## config.mk

```make
export PLATFORM = sky130hd
export DESIGN_NAME = rr_arbiter_8
export DESIGN_NICKNAME = d
export VERILOG_FILES = /design/src/rtl/rr_arbiter_8_pkg.sv /design/src/rtl/rr_arbiter_8_dec3to8.sv /design/src/rtl/rr_arbiter_8.sv
export SDC_FILE = /design/constraint.sdc
export NUM_CORES = 1
export LEC_CHECK = 0
export CAP_MARGIN = 40
export CORE_ASPECT_RATIO = 0.75
export CORE_MARGIN = 10
export CORE_UTILIZATION = 57
export CTS_CLUSTER_DIAMETER = 100
export DETAILED_ROUTE_END_ITERATION = 12
export GPL_TIMING_DRIVEN = 0
export PLACE_DENSITY = 0.92
export SETUP_SLACK_MARGIN = 0.15
export SKIP_CTS_REPAIR_TIMING = 1
export SYNTH_ARGS = -nofsm -noshare
export SYNTH_HDL_FRONTEND = slang
export SYNTH_SLANG_ARGS = --single-unit
```

## constraint.sdc

```tcl
create_clock -name clk -period 4.7 [get_ports clk]
set_clock_uncertainty 0.15 [all_clocks]
set_input_delay 0.94 -clock clk [delete_from_list [all_inputs] [get_ports clk]]
set_output_delay 0.94 -clock clk [all_outputs]
set_load 0.01 [all_outputs]
```

## src/rtl/rr_arbiter_8_pkg.sv

```systemverilog
// Shared constants, state encoding and the rotating-priority scan helper.
package arb_pkg;

  localparam int N_REQ  = 8;
  localparam int IDX_W  = 3;
  localparam int HOLD_W = 8;

  typedef enum logic {IDLE = 1'b0, GRANT = 1'b1} arb_state_e;

  // First set bit of v, searching p, p+1, ... (mod N_REQ); returns p if v is zero.
  // Walking offsets from high to low lets the smallest offset overwrite last.
  function automatic logic [IDX_W-1:0] rr_scan(input logic [N_REQ-1:0] v,
                                               input logic [IDX_W-1:0] p);
    logic [IDX_W-1:0] idx;
    rr_scan = p;
    for (int k = N_REQ - 1; k >= 0; k--) begin
      idx = p + IDX_W'(k);
      if (v[idx]) rr_scan = idx;
    end
  endfunction

endpackage

```

## src/rtl/rr_arbiter_8_dec3to8.sv

```systemverilog
// 3-to-8 one-hot decoder with enable; output is zero when disabled.
module dec3to8
  import arb_pkg::*;
(
  input  logic [IDX_W-1:0] grant_idx,
  input  logic             grant_valid,
  output logic [N_REQ-1:0] grant
);

  // One-hot decode of the registered winner, gated by the valid flag.
  always_comb begin
    grant = '0;
    if (grant_valid) grant[grant_idx] = 1'b1;
  end

endmodule

```

## src/rtl/rr_arbiter_8.sv

```systemverilog
// Eight-way round-robin arbiter with optional hold limit forcing rotation.
module rr_arbiter_8
  import arb_pkg::*;
#(
  parameter int MAX_HOLD = 16
) (
  input  logic              clk,
  input  logic              rst_n,
  input  logic              en,
  input  logic [N_REQ-1:0]  req,
  output logic [N_REQ-1:0]  grant,
  output logic [IDX_W-1:0]  grant_idx,
  output logic              grant_valid,
  output logic [HOLD_W-1:0] hold_cnt
);

  // Counter ceiling: MAX_HOLD-1 when limited, all-ones (saturation) when unlimited.
  localparam logic [HOLD_W-1:0] HOLD_LIM =
    (MAX_HOLD == 0) ? '1 : HOLD_W'(MAX_HOLD - 1);
  localparam bit HOLD_EN = (MAX_HOLD != 0);

  arb_state_e       state;
  logic [IDX_W-1:0] ptr;

  logic [IDX_W-1:0] idx_inc;
  logic [N_REQ-1:0] holder_mask;
  logic             rel_c;
  logic             others_c;
  logic             timeout_c;

  // Grant-end conditions evaluated against the current holder.
  always_comb begin
    idx_inc     = grant_idx + IDX_W'(1);
    holder_mask = '0;
    holder_mask[grant_idx] = 1'b1;
    rel_c       = ~req[grant_idx];
    others_c    = |(req & ~holder_mask);
    timeout_c   = HOLD_EN && (hold_cnt == HOLD_LIM) && others_c;
  end

  // Arbitration FSM: winner index, valid, hold counter and priority pointer.
  always_ff @(posedge clk or negedge rst_n) begin
    if (!rst_n) begin
      state       <= IDLE;
      grant_idx   <= '0;
      grant_valid <= 1'b0;
      hold_cnt    <= '0;
      ptr         <= '0;
    end else begin
      case (state)
        IDLE: begin
          if (en && |req) begin
            state       <= GRANT;
            grant_idx   <= rr_scan(req, ptr);
            grant_valid <= 1'b1;
            hold_cnt    <= '0;
          end
        end
        GRANT: begin
          if (!en) begin
            state       <= IDLE;
            grant_valid <= 1'b0;
            ptr         <= idx_inc;
          end else if (rel_c || timeout_c) begin
            ptr <= idx_inc;
            if (|req) begin
              // Scanning from holder+1 places the holder last, so a
              // waiting competitor wins on timeout.
              grant_idx <= rr_scan(req, idx_inc);
              hold_cnt  <= '0;
            end else begin
              state       <= IDLE;
              grant_valid <= 1'b0;
            end
          end else if (hold_cnt != HOLD_LIM) begin
            hold_cnt <= hold_cnt + HOLD_W'(1);
          end
        end
        default: begin
          state       <= IDLE;
          grant_valid <= 1'b0;
        end
      endcase
    end
  end

  dec3to8 u_dec (
    .grant_idx   (grant_idx),
    .grant_valid (grant_valid),
    .grant       (grant)
  );

endmodule

```

Word-level counts from Yosys, hierarchy flattened
Index checks and enable logic that the tools add are counted.
{"block": "word_totals", "elab_cells": 140, "mem_bits_ro": 0, "ramBits": 0, "out_inout_bits": 20, "latch_bits": 0, "ff_bits": 16, "mem_count": 0}
{"block": "classes", "n_shift": 0, "n_div": 0, "eq_ne": 11, "muxes": 76, "order_cmp": 18, "n_bitwise": 4, "n_mul": 0, "addsub": 16, "n_reduce_logical": 10}
{"operator": "$lt 3x4->1 const B", "count": 17}
{"operator": "$mux 3", "count": 22}
{"operator": "$bmux 1 s3", "count": 17}
{"operator": "$mux 8", "count": 6}
{"operator": "$mux 1", "count": 26}
{"operator": "$add 3x3->3 const B", "count": 8}
{"operator": "$pmux 8 s2", "count": 1}
{"operator": "$reduce_or 8->1", "count": 2}
{"operator": "$add 3x2->3 const B", "count": 4}
{"operator": "$add 3x1->3 const B", "count": 3}
{"operator": "$add 8x1->8 const B", "count": 1}
{"operator": "$and 8x8->8", "count": 1}
{"operator": "$eq 8x4->1 const B", "count": 1}
{"operator": "$ne 8x4->1 const B", "count": 1}
{"operator": "$not 8->8", "count": 1}
{"operator": "$reduce_and 4->1", "count": 2}
{"operator": "$ne 2x1->1 const B", "count": 3}
{"operator": "$ne 3x3->1 const B", "count": 2}
{"operator": "$pmux 3 s2", "count": 1}
{"operator": "$ne 2x2->1 const B", "count": 2}
{"operator": "$pmux 1 s2", "count": 2}
{"operator": "$demux 1 s3", "count": 1}
{"operator": "$ge 3x1->1 const B", "count": 1}
{"operator": "$logic_and 1x1->1", "count": 3}
{"operator": "other kinds (6)", "count": 7}

Depth between registers and ports, before layout
Gate-level depths: netlist of the first run.
{"block": "logic_depth", "word_depth": 16, "depth_mapped": 12}

Modules after synthesis
A second synthesis of the first run with hierarchy kept.
{"block": "hier_totals", "cells_unflattened": 297, "hier_area_um2": 2773.9}
{"module": "rr_arbiter_8", "area_each_um2": 2677.6, "cells_each": 289, "seq_area_each_um2": 400.4, "instances": 1}
{"module": "dec3to8", "area_each_um2": 96.3, "cells_each": 8, "seq_area_each_um2": 0.0, "instances": 1}

Worst setup path before layout of the first run
OpenSTA, ideal clock, no wires.
{"block": "synth_timing", "path_type": "flip-flop to flip-flop", "start": "register ptr[1]", "end": "register grant_idx[1]", "path_stages_with_launch": 13, "arrival_time_ns": 3.043, "slack_ns": 1.384, "setup_time_ns": 0.123, "path_buffers": 3, "cell_sequence": "dfrtp_1 -> clkbuf_1 -> clkbuf_1 -> inv_1 -> ha_1 -> clkbuf_1 -> mux4_2 -> mux2i_1 -> nand3_1 -> a41o_1 -> o211ai_1 -> o2111ai_1 -> o221a_1"}
{"block": "synth_via", "elab_chain_cells": 13, "word_cells_on_any_way": 33, "classes_between": "add/sub (7); mux (26)"}
{"element": "start: declaration", "line_no": "rr_arbiter_8.sv:23", "source": "logic [IDX_W-1:0] ptr;"}
{"element": "start signal: assignment", "line_no": "rr_arbiter_8.sv:63", "source": "ptr <= idx_inc;"}
{"element": "start signal: assignment", "line_no": "rr_arbiter_8.sv:65", "source": "ptr <= idx_inc;"}
{"element": "$add 3x3->3", "line_no": "rr_arbiter_8_pkg.sv:17", "source": "idx = p + IDX_W'(k);"}
{"element": "$bmux 1 s3", "line_no": "rr_arbiter_8_pkg.sv:18", "source": "if (v[idx]) rr_scan = idx;"}
{"element": "$mux 1 (implied by the code)", "line_no": "rr_arbiter_8_pkg.sv:18"}
{"element": "$mux 3 (7 in a row)", "line_no": "rr_arbiter_8_pkg.sv:18"}
{"element": "$mux 3 *", "line_no": "rr_arbiter_8_pkg.sv:18"}
{"element": "$mux 3 *", "line_no": "rr_arbiter_8.sv:52", "source": "if (en && |req) begin"}
{"element": "$pmux 3 s2 *", "line_no": "rr_arbiter_8.sv:50", "source": "case (state)"}
{"element": "end signal: assignment", "line_no": "rr_arbiter_8.sv:54", "source": "grant_idx <= rr_scan(req, ptr);"}
{"element": "end signal: assignment", "line_no": "rr_arbiter_8.sv:69", "source": "grant_idx <= rr_scan(req, idx_inc);"}
{"element": "end: declaration", "line_no": "rr_arbiter_8.sv:12", "source": "output logic [IDX_W-1:0] grant_idx,"}
Mark *: on every way between the ends. The rest lies on a longest branch, timed or not. The select of a mux whose other input is x is not followed.
A chain may end at the register's enable or synchronous reset.

Worst setup path in the final report of the first run
Ends and elaborated chain as after synthesis.

==> results of run 1 <==
kinds of logic after synthesis:
family	Yosys count	share of synthesized area
flip-flops	16	0.158
multiplexers	47	0.288
adder cells (fa/ha/maj)	6	0.0286
buffers and inverters	38	0.0888
AND/OR/NAND/NOR	94	0.178
AO/OA/AOI/OAI	80	0.219
XOR/XNOR	9	0.0395
power groups by stage:
stage / sequential, mW / clock, mW / combinational [mW]
2_1_floorplan: 0.211 / 0 / 1.69
4_1_cts: 0.209 / 0.101 / 2.16
3_5_place_dp: 0.211 / 0 / 2.16
5_1_grt: 0.214 / 0.107 / 2.39
3_3_place_gp: 0.210 / 0 / 2.08
6_report: 0.210 / 0.100 / 2.20
cells in the final DEF, fill, tap and decap left out, types with 7 or more instances in the layout:
cell,Yosys,layout
nor2_1,21,21
mux4_2,14,14
nor3_1,8,8
clkdlybuf4s50_1,0,30
mux2_2,8,8
o21ai_0,15,15
a21oi_1,16,16
a31oi_1,7,7
nand3_1,7,7
dfrtp_1,16,16
nand2_1,30,30
inv_1,13,13
mux2i_1,16,16
nand2b_1,7,7
clkbuf_1,13,13
worst max-delay path, delay by kind of cell (launching register included):
kind / cells / cell delay [ps]
adders and majority gates: 1 / 320
buffers and inverters: 4 / 1270
DFF: 1 / 380
and+or+nand+nor: 1 / 130
muxes: 2 / 990
AOI/OAI and AO/OA: 4 / 790
layer usage:
layer | up-vias | track usage
li1 | 1186 | -
met1 | 1225 | 0.240
met2 | 149 | 0.269
met3 | 10 | 0.0522
met4 | 0 | 0.0382
met5 | - | 0
layout make-up:
class	count	area [µm²]	area share
buffer	24	173	0.0586
sequential	16	400	0.136
tap	55	68.8	0.0234
multi-input combinational	236	1910	0.648
inverter	14	52.6	0.0178
timing repair buffer	30	300	0.102
clock buffer	3	41.3	0.0140
worst max path at each step:
stage | start | endpoint | slack, ps | cells past startpoint
after floorplan | ptr[1]$_DFFE_PN0P_ | grant_idx[1]$_DFFE_PN0P_ | 1380 | 12
after global placement | ptr[1]$_DFFE_PN0P_ | grant_idx[1]$_DFFE_PN0P_ | 820 | 12
after detailed placement | ptr[1]$_DFFE_PN0P_ | grant_idx[1]$_DFFE_PN0P_ | 710 | 12
after CTS | ptr[1]$_DFFE_PN0P_ | grant_idx[1]$_DFFE_PN0P_ | 660 | 12
after global routing | ptr[1]$_DFFE_PN0P_ | grant_idx[1]$_DFFE_PN0P_ | 380 | 12
final | ptr[1]$_DFFE_PN0P_ | grant_idx[1]$_DFFE_PN0P_ | 560 | 12
state kept, by name (all words and copies together), names as in the netlist:
| signal | count |
|---|---|
| ptr | 3 |
| hold_cnt | 8 |
| grant_idx | 3 |
| state | 1 |
| grant_valid | 1 |
stage by stage:
step / power, mW / cell area [µm²] / hold slack [ps] / utilization
floorplan: 1.90 / 2530 / 401 / -
detailed placement: 2.37 / 2900 / 396 / 0.695
CTS: 2.47 / 2950 / 406 / 0.705
finish: 2.52 / 2950 / 413 / 0.705
global route: 2.72 / 2950 / 455 / 0.705
global placement: 2.29 / 2900 / 378 / 0.695
==> impl_metrics.xml, run 1 <==
<?xml version="1.0" encoding="UTF-8"?>
<metrics>
  <group name="cts">
    <metric name="cts-root-to-sink-buffers" unit="">2</metric>
    <metric name="root_cell_of_the_clock_tree" unit="">clkbuf_8</metric>
    <metric name="cts_inserted_buffers" unit="">3</metric>
    <metric name="clock_latency" unit="ps">250</metric>
    <metric name="cts_tree" unit="">built</metric>
    <metric name="clock-sinks" unit="">16</metric>
    <metric name="clk_pin_slew_worst_paths" unit="ps">60</metric>
    <metric name="h_tree_depth" unit="">1</metric>
  </group>
  <group name="floorplanning">
    <metric name="std_cell_rows" unit="">20</metric>
    <metric name="die-height" unit="µm">77.8</metric>
    <metric name="floorplan.core_area" unit="mm²">0.00418</metric>
    <metric name="die_footprint" unit="mm²">0.00754</metric>
    <metric name="floorplan.io_pins" unit="">31</metric>
    <metric name="floorplan.initialDensity" unit="">0.607</metric>
    <metric name="chipWidth" unit="µm">97.0</metric>
  </group>
  <group name="placement">
    <metric name="routabilityCongestion" unit="">0.985</metric>
    <metric name="pre_cts_slack" unit="ps">708</metric>
    <metric name="io_buffers" unit="">30</metric>
    <metric name="hpwl" unit="µm">5560</metric>
    <metric name="placed_cells_incl_taps" unit="">375</metric>
  </group>
  <group name="critical_path">
    <metric name="slowest_delay" unit="ps">620</metric>
    <metric name="critical_path.cell_chain" unit="">clkbuf_1 -&gt; clkbuf_1 -&gt; inv_1 -&gt; ha_1 -&gt; clkbuf_1 -&gt; mux4_2 -&gt; mux2i_1 -&gt; nand3_1 -&gt; a41o_1 -&gt; o211ai_1 -&gt; o2111ai_1 -&gt; o221a_1</metric>
    <metric name="crit_arrival" unit="ps">4130</metric>
    <metric name="worstSetupEndpointType" unit="">register</metric>
    <metric name="timing.reg2reg.worst_path_depth" unit="">12</metric>
    <metric name="cp.required" unit="ps">4680</metric>
    <metric name="r2r_end" unit="">grant_idx[1]$_DFFE_PN0P_</metric>
    <metric name="cpMostUsedCell" unit="">clkbuf_1</metric>
    <metric name="critPathSlowestCell" unit="">mux4_2</metric>
    <metric name="reg2reg_slack" unit="ps">560</metric>
    <metric name="worstReg2RegStart" unit="">ptr[1]$_DFFE_PN0P_</metric>
    <metric name="timing.critical_path.fanout_max" unit="">10</metric>
    <metric name="start_kind" unit="">register</metric>
    <metric name="timing_worst_setup_path_type" unit="">register to register</metric>
  </group>
  <group name="synthesis">
    <metric name="synth_cell_types" unit="">66</metric>
    <metric name="post-synth-top-count-cell" unit="">nand2_1</metric>
    <metric name="synth_area_leaders" unit="">dfrtp_1 16%, mux4_2 12%, mux2i_1 6.3%</metric>
    <metric name="synthDominantCellAreaShare" unit="">0.158</metric>
    <metric name="synth.ff_latch_count" unit="">16</metric>
    <metric name="dominantRegCellSynth" unit="">dfrtp_1</metric>
    <metric name="synth_cells" unit="">290</metric>
    <metric name="post_syn_area_per_cell" unit="µm²">8.74</metric>
    <metric name="synth_common_cells" unit="">30 x nand2_1, 21 x nor2_1, 16 x a21oi_1, 16 x dfrtp_1, 16 x mux2i_1</metric>
    <metric name="yosys_warning_total" unit="">0</metric>
    <metric name="post_synth_instance_area" unit="mm²">0.00253</metric>
    <metric name="asyncSetResetFlopFracSynth" unit="">1.00</metric>
    <metric name="synth_fp_nets" unit="">306</metric>
    <metric name="synth-seq-area-share" unit="">0.158</metric>
    <metric name="synth_largest_area_cell" unit="">dfrtp_1</metric>
    <metric name="synth_edf_count" unit="">0</metric>
  </group>
  <group name="power">
    <metric name="share_clk_of_total_power" unit="">0.040</metric>
    <metric name="cellPowerDensity" unit="mW/mm²">854</metric>
    <metric name="max-vdd-ir-drop" unit="µV">552</metric>
    <metric name="power.switching" unit="mW">1.28</metric>
    <metric name="power.sequential.fraction" unit="">0.084</metric>
    <metric name="internal_power" unit="mW">1.24</metric>
    <metric name="combPwrFrac" unit="">0.876</metric>
    <metric name="swShare" unit="">0.507</metric>
    <metric name="power_leakage" unit="nW">1.15</metric>
  </group>
  <group name="detailed_routing">
    <metric name="wl_met3" unit="µm">801</metric>
    <metric name="drt_wl_total" unit="µm">7020</metric>
    <metric name="metal1_wirelength" unit="µm">3080</metric>
    <metric name="wl_met2" unit="µm">3070</metric>
    <metric name="dr.first_iter.drc_count" unit="">186</metric>
    <metric name="route.detailed.vias_per_inst" unit="">6.80</metric>
    <metric name="drcViolationCount" unit="">0</metric>
    <metric name="drt-wirelength-per-cell" unit="µm">18.6</metric>
    <metric name="via_count" unit="">2570</metric>
    <metric name="ant_nets" unit="">0</metric>
    <metric name="initial_drt_pass_iterations" unit="">7</metric>
    <metric name="highest-signal-layer" unit="">met4</metric>
  </group>
  <group name="cells_and_area">
    <metric name="drive_gt1_frac" unit="">0.121</metric>
    <metric name="antenna_cells_inserted" unit="">0</metric>
    <metric name="fin_cells" unit="">378</metric>
    <metric name="final.fill_count" unit="">322</metric>
    <metric name="area.growth.synth_to_final" unit="%">16.2</metric>
    <metric name="finalNetCount" unit="">341</metric>
  </group>
  <group name="grt">
    <metric name="largest_net_degree_at_the_start_of_global_routing" unit="">17</metric>
    <metric name="first_global_vias" unit="">2354</metric>
    <metric name="grt_pass1_wl" unit="µm">11600</metric>
    <metric name="globalRoute.totalOverflow" unit="">0</metric>
    <metric name="antenna_found_initial" unit="">0</metric>
    <metric name="grt_usage" unit="">0.177</metric>
  </group>
  <group name="timing">
    <metric name="fmax" unit="MHz">241</metric>
    <metric name="setup_viol" unit="">0</metric>
    <metric name="fin_tns_setup" unit="ps">0</metric>
    <metric name="hold_viol_final" unit="">0</metric>
    <metric name="grt_setup_unrepaired" unit="">false</metric>
    <metric name="worstMarginPinSlew" unit="ps">693</metric>
    <metric name="worst_slew_margin_rel" unit="">0.537</metric>
    <metric name="fin_ws" unit="ps">557</metric>
    <metric name="final_period_minus_worst_setup_slack" unit="ps">4140</metric>
    <metric name="final_min_period_over_clock_period" unit="">0.882</metric>
    <metric name="timing.final.max_slew_violations" unit="">0</metric>
  </group>
  <group name="status">
    <metric name="outcome" unit="">finished clean</metric>
  </group>
  <group name="flow_run">
    <metric name="drv.max_cap_violation_count" unit="">0</metric>
  </group>
  <group name="worst_hold_path">
    <metric name="hold_path.startpoint" unit="">hold_cnt[1]$_DFFE_PN0P_</metric>
    <metric name="worstHoldEndpoint" unit="">hold_cnt[1]$_DFFE_PN0P_</metric>
    <metric name="whs_path_depth" unit="">2</metric>
    <metric name="min_path_type" unit="">register to register</metric>
  </group>
</metrics>
(Power assumes the default switching activity.)
==> run 2, diff against run 1 <==
--- a/config.mk
+++ b/config.mk
@@ -5,14 +5,14 @@
 export SDC_FILE = /design/constraint.sdc
 export NUM_CORES = 1
 export LEC_CHECK = 0
-export CAP_MARGIN = 40
 export CORE_ASPECT_RATIO = 0.75
 export CORE_MARGIN = 10
 export CORE_UTILIZATION = 57
 export CTS_CLUSTER_DIAMETER = 100
 export DETAILED_ROUTE_END_ITERATION = 12
+export GPL_ROUTABILITY_DRIVEN = 1
 export GPL_TIMING_DRIVEN = 0
-export PLACE_DENSITY = 0.92
+export PLACE_DENSITY = 0.87
 export SETUP_SLACK_MARGIN = 0.15
 export SKIP_CTS_REPAIR_TIMING = 1
 export SYNTH_ARGS = -nofsm -noshare
==> run 2 against run 1 <==
Worst hold slack lost 26 ps. Cell count grew 0.26%. Global-route usage decreased by 0.38 points. Critical path depth did not move. Combinational power about the same. Routed wire length fell by 3.7%. Via count shrank 0.78%. Sequential power is essentially flat. Non-clock buffer count stayed put. Critical path type unchanged. Flip-flop and latch count unchanged. Critical endpoint unchanged.
==> impl_metrics.xml, run 2 (synthesis gave the netlist of run 1 again) <==
<?xml version="1.0" encoding="UTF-8"?>
<metrics>
  <group name="critical_path">
    <metric name="timing_worst_setup_path_type" unit="">register to register</metric>
    <metric name="cp.required" unit="ps">4680</metric>
    <metric name="worstSetupEndpointType" unit="">register</metric>
    <metric name="crit_path_max_delay_family" unit="">buffers and inverters</metric>
    <metric name="timing.reg2reg.worst_path_depth" unit="">12</metric>
    <metric name="critical_path.cell_chain" unit="">clkbuf_1 -&gt; clkbuf_1 -&gt; inv_1 -&gt; ha_1 -&gt; clkbuf_1 -&gt; mux4_2 -&gt; mux2i_1 -&gt; nand3_1 -&gt; a41o_1 -&gt; o211ai_1 -&gt; o2111ai_1 -&gt; o221a_1</metric>
    <metric name="critical_path_depth" unit="">12</metric>
    <metric name="timing.critical_path.fanout_max" unit="">10</metric>
    <metric name="critPathSlowestCell" unit="">mux4_2</metric>
    <metric name="slowest_delay" unit="ps">620</metric>
    <metric name="crit_arrival" unit="ps">3940</metric>
    <metric name="cpMostUsedCell" unit="">clkbuf_1</metric>
    <metric name="start_kind" unit="">register</metric>
    <metric name="critical_path.n_buffers_inverters" unit="">4</metric>
  </group>
  <group name="grt">
    <metric name="first_global_vias" unit="">2210</metric>
    <metric name="grt_usage" unit="">0.173</metric>
    <metric name="grt_pass1_wl" unit="µm">11400</metric>
    <metric name="antenna_found_initial" unit="">0</metric>
    <metric name="globalRoute.totalOverflow" unit="">0</metric>
    <metric name="largest_net_degree_at_the_start_of_global_routing" unit="">17</metric>
  </group>
  <group name="detailed_routing">
    <metric name="initial_drt_pass_iterations" unit="">5</metric>
    <metric name="via_count" unit="">2550</metric>
    <metric name="dr.first_iter.drc_count" unit="">217</metric>
    <metric name="drt-wirelength-per-cell" unit="µm">17.8</metric>
    <metric name="route.detailed.vias_per_inst" unit="">6.73</metric>
    <metric name="drt_wl_total" unit="µm">6760</metric>
    <metric name="ant_nets" unit="">0</metric>
    <metric name="drcViolationCount" unit="">0</metric>
  </group>
  <group name="cells_and_area">
    <metric name="multiInputGateArea" unit="mm²">0.00191</metric>
    <metric name="antenna_cells_inserted" unit="">0</metric>
    <metric name="finalNetCount" unit="">341</metric>
    <metric name="reg.largest.list" unit="">hold_cnt: 8 flops, grant_idx: 3 flops, ptr: 3 flops</metric>
    <metric name="sequential_cell_area" unit="µm²">400</metric>
    <metric name="layout.cells.most_common_list" unit="">30 x nand2_1, 30 x clkdlybuf4s50_1, 21 x nor2_1</metric>
    <metric name="final_core_util" unit="">0.708</metric>
    <metric name="area.growth.synth_to_final" unit="%">16.7</metric>
    <metric name="drive_gt1_frac" unit="">0.123</metric>
    <metric name="regMostFlops" unit="">hold_cnt</metric>
    <metric name="largest_register_ff_count" unit="">8</metric>
    <metric name="final.fill_count" unit="">324</metric>
  </group>
  <group name="floorplanning">
    <metric name="chipWidth" unit="µm">97.0</metric>
    <metric name="std_cell_rows" unit="">20</metric>
    <metric name="floorplan.core_area" unit="mm²">0.00418</metric>
    <metric name="die_footprint" unit="mm²">0.00754</metric>
    <metric name="die-height" unit="µm">77.8</metric>
    <metric name="floorplan.initialDensity" unit="">0.607</metric>
    <metric name="floorplan.io_pins" unit="">31</metric>
  </group>
  <group name="cts">
    <metric name="cts_inserted_buffers" unit="">3</metric>
    <metric name="clock_latency" unit="ps">250</metric>
    <metric name="clk_pin_slew_worst_paths" unit="ps">60</metric>
    <metric name="clock-sinks" unit="">16</metric>
    <metric name="root_cell_of_the_clock_tree" unit="">clkbuf_8</metric>
    <metric name="cts_tree" unit="">built</metric>
    <metric name="cts-root-to-sink-buffers" unit="">2</metric>
    <metric name="h_tree_depth" unit="">1</metric>
  </group>
  <group name="timing">
    <metric name="final_period_minus_worst_setup_slack" unit="ps">3960</metric>
    <metric name="setup_viol" unit="">0</metric>
    <metric name="fin_tns_setup" unit="ps">0</metric>
    <metric name="worst_slew_margin_rel" unit="">0.519</metric>
    <metric name="timing.final.max_slew_violations" unit="">0</metric>
    <metric name="worstMarginPinSlew" unit="ps">719</metric>
    <metric name="final_min_period_over_clock_period" unit="">0.842</metric>
    <metric name="fmax" unit="MHz">253</metric>
    <metric name="grt_setup_unrepaired" unit="">false</metric>
    <metric name="fin_ws" unit="ps">741</metric>
    <metric name="hold_viol_final" unit="">0</metric>
  </group>
  <group name="flow_run">
    <metric name="drv.max_cap_violation_count" unit="">0</metric>
  </group>
  <group name="placement">
    <metric name="hpwl" unit="µm">5330</metric>
    <metric name="routabilityCongestion" unit="">0.988</metric>
    <metric name="pre_cts_slack" unit="ps">820</metric>
    <metric name="io_buffers" unit="">30</metric>
  </group>
  <group name="worst_hold_path">
    <metric name="min_path_type" unit="">register to register</metric>
    <metric name="whs_path_depth" unit="">2</metric>
  </group>
  <group name="power">
    <metric name="max-vdd-ir-drop" unit="µV">465</metric>
    <metric name="power_leakage" unit="nW">1.16</metric>
    <metric name="cellPowerDensity" unit="mW/mm²">849</metric>
    <metric name="power.total" unit="mW">2.51</metric>
  </group>
  <group name="status">
    <metric name="outcome" unit="">finished clean</metric>
  </group>
</metrics>
[run 2: cell types whose count changed in the layout (fill, tap and decap cells not counted)]
cell      before  now
clkbuf_8       5    6
[run 2: routing by layer]
| layer | vias to the layer above | GRT usage | wire length (µm) |
|---|---|---|---|
| li1 | 1180 | - | - |
| met3 | 2 | 0.0566 | 783 |
| met5 | - | 0 | 0 |
| met4 | 0 | 0.0176 | 10 |
| met2 | 146 | 0.259 | 2930 |
| met1 | 1222 | 0.242 | 3040 |
[run 2: report_power, final]
part / switching (mW) / leakage, nW / total [mW] / internal, mW
Sequential: 0.0356 / 0.204 / 0.208 / 0.172
Clock: 0.0447 / 0.0288 / 0.119 / 0.0743
Combinational: 1.18 / 0.929 / 2.19 / 1.01
Total: 1.26 / 1.16 / 2.51 / 1.26
[run 2: worst paths after layout]
path	startpoint	end	slack, ps
setup / recovery	ptr[1]$_DFFE_PN0P_	grant_idx[1]$_DFFE_PN0P_	740
hold / removal	hold_cnt[1]$_DFFE_PN0P_	hold_cnt[1]$_DFFE_PN0P_	390
setup reg to reg	ptr[1]$_DFFE_PN0P_	grant_idx[1]$_DFFE_PN0P_	740
hold reg to reg	hold_cnt[1]$_DFFE_PN0P_	hold_cnt[1]$_DFFE_PN0P_	390
max in group asynchronous	rst_n	hold_cnt[1]$_DFFE_PN0P_	2970
min in group asynchronous	rst_n	hold_cnt[2]$_DFFE_PN0P_	970
[run 2: layout make-up]
class	instances	area share
clock buffer	4	0.0186
tap	55	0.0233
sequential	16	0.135
multi-input combinational	236	0.645
buffer	24	0.0584
timing repair buffer	30	0.101
inverter	14	0.0178
[run 2: worst min-delay path, cell delays in order (launching register included)]
cell     delay (ps)
dfrtp_1         380
nand2_1          60
o31ai_1          60
[run 2: stage by stage]
| step | instances | hold WS [ps] | cell area, µm² |
|---|---|---|---|
| 2_1_floorplan | 290 | 401 | 2530 |
| 3_3_place_gp | 375 | 369 | 2900 |
| 3_5_place_dp | 375 | 376 | 2900 |
| 4_1_cts | 379 | 388 | 2960 |
| 5_1_grt | 379 | 416 | 2960 |
| 6_report | 379 | 386 | 2960 |
